[src/rtl/bt_uart_pkg.sv]
// Shared types and constants for the Bluetooth UART receiver.
// Provides the FSM state enum and the baud divisor helper.
package bt_uart_pkg;

  typedef enum logic [2:0] {
    IDLE,
    START,
    DATA,
    STOP,
    WAIT_HIGH
  } state_t;

  localparam int OVERSAMPLE = 16;
  localparam int MID_TICK   = 8;
  localparam int DATA_BITS  = 8;

  function automatic int calc_div(input int clk_hz, input int baud);
    return clk_hz / (baud * OVERSAMPLE);
  endfunction

endpackage

[src/rtl/baud_tick_gen.sv]
// Oversample tick divider: counts 0..DIV-1, tick on DIV-1.
// Ports: clk, rst_n (async low), clr (sync clear), tick (1-cycle).
module baud_tick_gen #(
  parameter int DIV = 104
) (
  input  logic clk,
  input  logic rst_n,
  input  logic clr,
  output logic tick
);

  localparam int W = (DIV > 1) ? $clog2(DIV) : 1;

  logic [W-1:0] cnt;

  assign tick = (cnt == W'(DIV - 1));

  always_ff @(posedge clk or negedge rst_n) begin
    if (!rst_n) begin
      cnt <= '0;
    end else if (clr || tick) begin
      cnt <= '0;
    end else begin
      cnt <= cnt + 1'b1;
    end
  end

endmodule

[src/rtl/bt_uart_rx.sv]
// HC-05 UART receiver: 2-flop sync, 16x oversample, 8N1 framing.
// Ports: WF_CLK, WF_BUTTON (async low rst), rx -> rx_data, rx_valid,
// frame_err, busy. Optional CMD_TIMEOUT_EN forces rx_data to 0 on silence.
module bt_uart_rx #(
  parameter int CLK_HZ     = 16000000,
  parameter int BAUD       = 9600,
  parameter int OVERSAMPLE = 16,
  parameter int TIMEOUT_MS = 250
) (
  input  logic       WF_CLK,
  input  logic       WF_BUTTON,
  input  logic       rx,
  output logic [7:0] rx_data,
  output logic       rx_valid,
  output logic       frame_err,
  output logic       busy
);

  import bt_uart_pkg::*;

  localparam int DIV = calc_div(CLK_HZ, BAUD);
  localparam int TW  = $clog2(bt_uart_pkg::OVERSAMPLE);
  localparam int BW  = $clog2(DATA_BITS);

  if (OVERSAMPLE != bt_uart_pkg::OVERSAMPLE) begin : g_os_chk
    $error("bt_uart_rx: OVERSAMPLE must be 16");
  end

  logic          rx_m;
  logic          rx_s;
  state_t        state_q;
  state_t        state_d;
  logic [TW-1:0] tick_cnt;
  logic [TW-1:0] last_cnt;
  logic [BW-1:0] bit_cnt;
  logic [7:0]    shreg;
  logic          tick;
  logic          clr;
  logic          bit_done;
  logic          stop_done;
  logic          load;

  always_ff @(posedge WF_CLK or negedge WF_BUTTON) begin
    if (!WF_BUTTON) begin
      rx_m <= 1'b1;
      rx_s <= 1'b1;
    end else begin
      rx_m <= rx;
      rx_s <= rx_m;
    end
  end

  baud_tick_gen #(
    .DIV (DIV)
  ) u_tick (
    .clk   (WF_CLK),
    .rst_n (WF_BUTTON),
    .clr   (clr),
    .tick  (tick)
  );

  // START waits half a bit to land mid-bit; later states wait a full bit.
  assign last_cnt  = (state_q == START) ? TW'(MID_TICK - 1)
                                        : TW'(bt_uart_pkg::OVERSAMPLE - 1);
  assign bit_done  = tick && (tick_cnt == last_cnt);
  assign stop_done = (state_q == STOP) && bit_done;
  assign load      = stop_done && rx_s;
  assign busy      = (state_q != IDLE);

  always_ff @(posedge WF_CLK or negedge WF_BUTTON) begin
    if (!WF_BUTTON) begin
      state_q <= IDLE;
    end else begin
      state_q <= state_d;
    end
  end

  always_comb begin
    state_d = state_q;
    clr     = 1'b0;
    unique case (state_q)
      IDLE: begin
        if (!rx_s) begin
          state_d = START;
          clr     = 1'b1;
        end
      end
      START: begin
        if (bit_done) state_d = rx_s ? IDLE : DATA;
      end
      DATA: begin
        if (bit_done && bit_cnt == BW'(DATA_BITS - 1)) state_d = STOP;
      end
      STOP: begin
        if (bit_done) state_d = rx_s ? IDLE : WAIT_HIGH;
      end
      WAIT_HIGH: begin
        if (rx_s) state_d = IDLE;
      end
      default: state_d = IDLE;
    endcase
  end

  always_ff @(posedge WF_CLK or negedge WF_BUTTON) begin
    if (!WF_BUTTON) begin
      tick_cnt <= '0;
      bit_cnt  <= '0;
      shreg    <= '0;
    end else begin
      if (clr) begin
        tick_cnt <= '0;
        bit_cnt  <= '0;
      end else if (bit_done) begin
        tick_cnt <= '0;
      end else if (tick && busy) begin
        tick_cnt <= tick_cnt + 1'b1;
      end
      if (state_q == DATA && bit_done) begin
        bit_cnt <= bit_cnt + 1'b1;
        shreg   <= {rx_s, shreg[7:1]};
      end
    end
  end

`ifdef CMD_TIMEOUT_EN
  localparam int TO_CYC = CLK_HZ / 1000 * TIMEOUT_MS;
  localparam int OW     = $clog2(TO_CYC + 1);

  logic [OW-1:0] to_cnt;
  logic          to_hit;

  assign to_hit = (to_cnt == OW'(TO_CYC - 1));

  // Restarts on every good byte; saturates so REST is forced only once.
  always_ff @(posedge WF_CLK or negedge WF_BUTTON) begin
    if (!WF_BUTTON) begin
      to_cnt <= '0;
    end else if (load) begin
      to_cnt <= '0;
    end else if (to_cnt != OW'(TO_CYC)) begin
      to_cnt <= to_cnt + 1'b1;
    end
  end
`else
  if (TIMEOUT_MS < 1) begin : g_to_chk
    $error("bt_uart_rx: TIMEOUT_MS must be >= 1");
  end
`endif

  always_ff @(posedge WF_CLK or negedge WF_BUTTON) begin
    if (!WF_BUTTON) begin
      rx_data   <= 8'h00;
      rx_valid  <= 1'b0;
      frame_err <= 1'b0;
    end else begin
      rx_valid  <= load;
      frame_err <= stop_done && !rx_s;
      if (load) begin
        rx_data <= shreg;
      end
`ifdef CMD_TIMEOUT_EN
      else if (to_hit) begin
        rx_data <= 8'h00;
      end
`endif
    end
  end

endmodule

[config.mk]
export PLATFORM = sky130hd
export DESIGN_NAME = bt_uart_rx
export DESIGN_NICKNAME = d
export VERILOG_FILES = /design/src/rtl/bt_uart_pkg.sv /design/src/rtl/baud_tick_gen.sv /design/src/rtl/bt_uart_rx.sv
export SDC_FILE = /design/constraint.sdc
export NUM_CORES = 1
export LEC_CHECK = 0
export BUFFER_PORTS_ARGS = -buffer_cell sky130_fd_sc_hd__clkbuf_2
export CORE_ASPECT_RATIO = 0.5
export CORE_MARGIN = 8
export CORE_UTILIZATION = 39
export CTS_BUF_LIST = sky130_fd_sc_hd__clkbuf_16
export CTS_CLUSTER_DIAMETER = 100
export DETAILED_ROUTE_END_ITERATION = 16
export HOLD_SLACK_MARGIN = 0.12
export PLACE_DENSITY = 0.67
export SLEW_MARGIN = 20
export SYNTH_ARGS = -nofsm -noshare
export SYNTH_HDL_FRONTEND = slang
export SYNTH_SLANG_ARGS = --single-unit
[constraint.sdc]
create_clock -name WF_CLK -period 3.1 [get_ports WF_CLK]
set_input_delay 0.155 -clock WF_CLK [delete_from_list [all_inputs] [get_ports WF_CLK]]
set_output_delay 0.155 -clock WF_CLK [all_outputs]
set_load 0.005 [all_outputs]
==> flow_metrics.tcl <==
set metrics [dict create \
    status "finished, final reports clean" \
    rsz0062_at_grt "false" \
    die_y_um 62.4 \
    io_buffers 13 \
    setup_viol 0 \
    finalCriticalPeriod_ns 2.10 \
    global_route.overflow_total 0 \
    muxShareOfSynthArea 0.137 \
    synth-main-ff-cell "dfrtp_1" \
    drt_iter0_drc 52 \
    timing_worst_setup_path_type "flip-flop to flip-flop" \
    peakVddDrop_mv 0.194 \
    wl_um 3120 \
    cp_slowest_cell "nor3_4" \
    die_w_um 109 \
    startpoint "u_tick.cnt[0]" \
    vias 1094 \
    fin_skew_ns 0.00264 \
    num_antenna_cells 0 \
    synth_cell_type_count 38 \
    syn_nets 144 \
    vias_per_cell 5.14 \
    seq_area_frac_synth 0.552 \
    max_slew_margin 0.412 \
    synthCells 137 \
    cp_cell_sequence "ha_1, and3_1, nand4_4, nor3_4, mux2_2" \
    yosys.cell_count.top_type "dfrtp_1" \
    fmax_mhz 477 \
    cp_max_fo 10 \
    dpl.cell_count 204 \
    ys_async_sr_fraction 1.00 \
    min_path_type "flip-flop to flip-flop" \
    drc 0 \
    syn-mean-instance-area_um2 12.3 \
    wire_per_inst_um 14.6 \
    period_share 0.677 \
    antenna_found_initial 0 \
    post_cts_buffers 0 \
    place_hpwl_um 2150 \
    syn_to_final_growth_pct 16.4 \
    fin_cells 213 \
    setup_tns_ns 0 \
    crit_path_end_kind "flip-flop" \
    hp-start "rx_m" \
    first_pass_iters 4 \
    yosysTopAreaCell "dfrtp_1" \
    ys_ff_latch 37 \
    yosys-top-cells-count "dfrtp_1, mux2_2, nand2_1, nor2_1, nor3_1" \
    cts_sinks 37 \
    power_density_nw_per_um2 490 \
    ioPinCount 14 \
    yosys_warnings 0 \
    netlist_area_um2 1680 \
    synth_area_leaders "dfrtp_1, mux2_2, dfstp_2" \
    hold_viol_final 0 \
    final_nets 163 \
    slew_violations 0 \
    cts_buffer_depth 2 \
    clk_pin_slew_ns 0.05 \
    rows 17 \
    grt_pass1_vias 1052 \
    r2r_start "u_tick.cnt[0]" \
    synth_fa_ha_area_frac 0.0298 \
    p_leak_nw 0.955 \
    htreeDepth 2 \
    worstSkewPairLatency_ns 0.28 \
    critical_path_required_ns 3.26 \
    synth_top_family_by_area "simple AND/OR/NAND/NOR gates" \
    place.gp.congestion 0.803 \
    tightest_slew_ns 0.883 \
    cpPeakStageDelay_ns 0.45 \
    synth-compound-area-share 0.0543 \
    grtUsageTotal 0.0988 \
    ant_nets 0 \
    synth_xor_area_frac 0.0313 \
    synth-edff-count 0 \
    numCtsBuffers 5 \
    critPathArrivalTime_ns 2.25 \
    drive_above_1_share 0.263 \
    startpoint_type "flip-flop" \
    cts_tree "yes" \
    post_cts_resized 0 \
    reg2reg_slack_ns 1.00 \
    maxCapViolations 0 \
    cts_root_buf "clkbuf_16" \
    die_area_um2 6800 \
    grt_max_degree 38 \
    grt_pass1_wl_um 5180 \
    synth_top_area_frac 0.521 \
    core_um2 4280 \
    synth-simple-area-share 0.176 \
    start_util 0.393 \
]
-- final timing paths --
check                      cells past startpoint            end
setup / recovery                               5       shreg[5]
hold / removal                                 0           rx_s
setup reg to reg                               5       shreg[5]
hold reg to reg                                0           rx_s
max in group asynchronous                      2  u_tick.cnt[4]
min in group asynchronous                      2  u_tick.cnt[5]
-- critical path: cells and delay by family, from the launching register on --
family	cells	cell delay, ns
AND/OR/NAND/NOR	3	0.91
multiplexers	1	0.40
flip-flops	1	0.38
adder cells (fa/ha/maj)	1	0.27
-- layout make-up --
cell class,instances,area [um^2]
well taps,57,71.3
flip-flops and latches,37,928
repair buffers,15,85.1
fillers,389,2320
inverters,5,18.8
clock inverters,2,7.51
multi-input cells,92,721
clock buffers,5,125
-- cell families after synthesis --
family                   Yosys count
multiplexers                      21
AO/OA/AOI/OAI                     12
XOR/XNOR                           6
adder cells (fa/ha/maj)            4
buffers and inverters              8
flip-flops                        37
AND/OR/NAND/NOR                   49
-- placed cells by master, fill, tap and decap left out, drive strengths merged, types with 4 or more instances in the layout --
| master | Yosys | final |
|---|---|---|
| clkbuf | 1 | 18 |
| dfrtp | 35 | 35 |
| ha | 4 | 4 |
| inv | 5 | 6 |
| mux2 | 16 | 16 |
| mux2i | 5 | 5 |
| nand2 | 11 | 11 |
| nand3 | 5 | 5 |
| nor2 | 10 | 10 |
| nor3 | 8 | 8 |
| xnor2 | 4 | 4 |
-- per-stage QoR --
step / worst slack, ns / hold slack [ns] / cell area (um^2) / util / total power, W
3_3_place_gp: 1.15 / 0.245 / 1800 / 0.422 / 0.000508
4_1_cts: 1.01 / 0.358 / 1960 / 0.458 / 0.000972
3_5_place_dp: 1.02 / 0.245 / 1800 / 0.422 / 0.000508
5_1_grt: 0.876 / 0.360 / 1960 / 0.458 / 0.000994
2_1_floorplan: 1.28 / -0.141 / 1680 / - / 0.000497
6_report: 1.00 / 0.356 / 1960 / 0.458 / 0.000959
-- power breakdown --
group	switching, W	internal [W]
clock	0.000172	0.000287
combinational	0.0000103	0.00000313
sequential	0.00000154	0.000486
total	0.000183	0.000776
-- flip-flops by register name, summed over array words and instances (netlist names) --
signal and cells:
rx_m 1, tick_cnt 4, u_tick.cnt 7, rx_s 1, frame_err 1, shreg 8
bit_cnt 3, rx_data 8, rx_valid 1, state_q 3
-- metal layers --
metal | up-vias | share of wire | global-route usage
met5 | - | 0 | 0
met4 | 0 | 0.024 | 0.0609
met3 | 8 | 0.045 | 0.0329
met2 | 24 | 0.43 | 0.132
met1 | 531 | 0.50 | 0.133
li1 | 531 | - | -
-- what timing repair did --
action / 4_1_cts / 5_1_grt
endpoints found under the hold margin: 36 / 0
hold buffers: 2 / 0
endpoints found under the setup margin: 0 / 0
No activity file was read; power rests on OpenSTA's default activity.
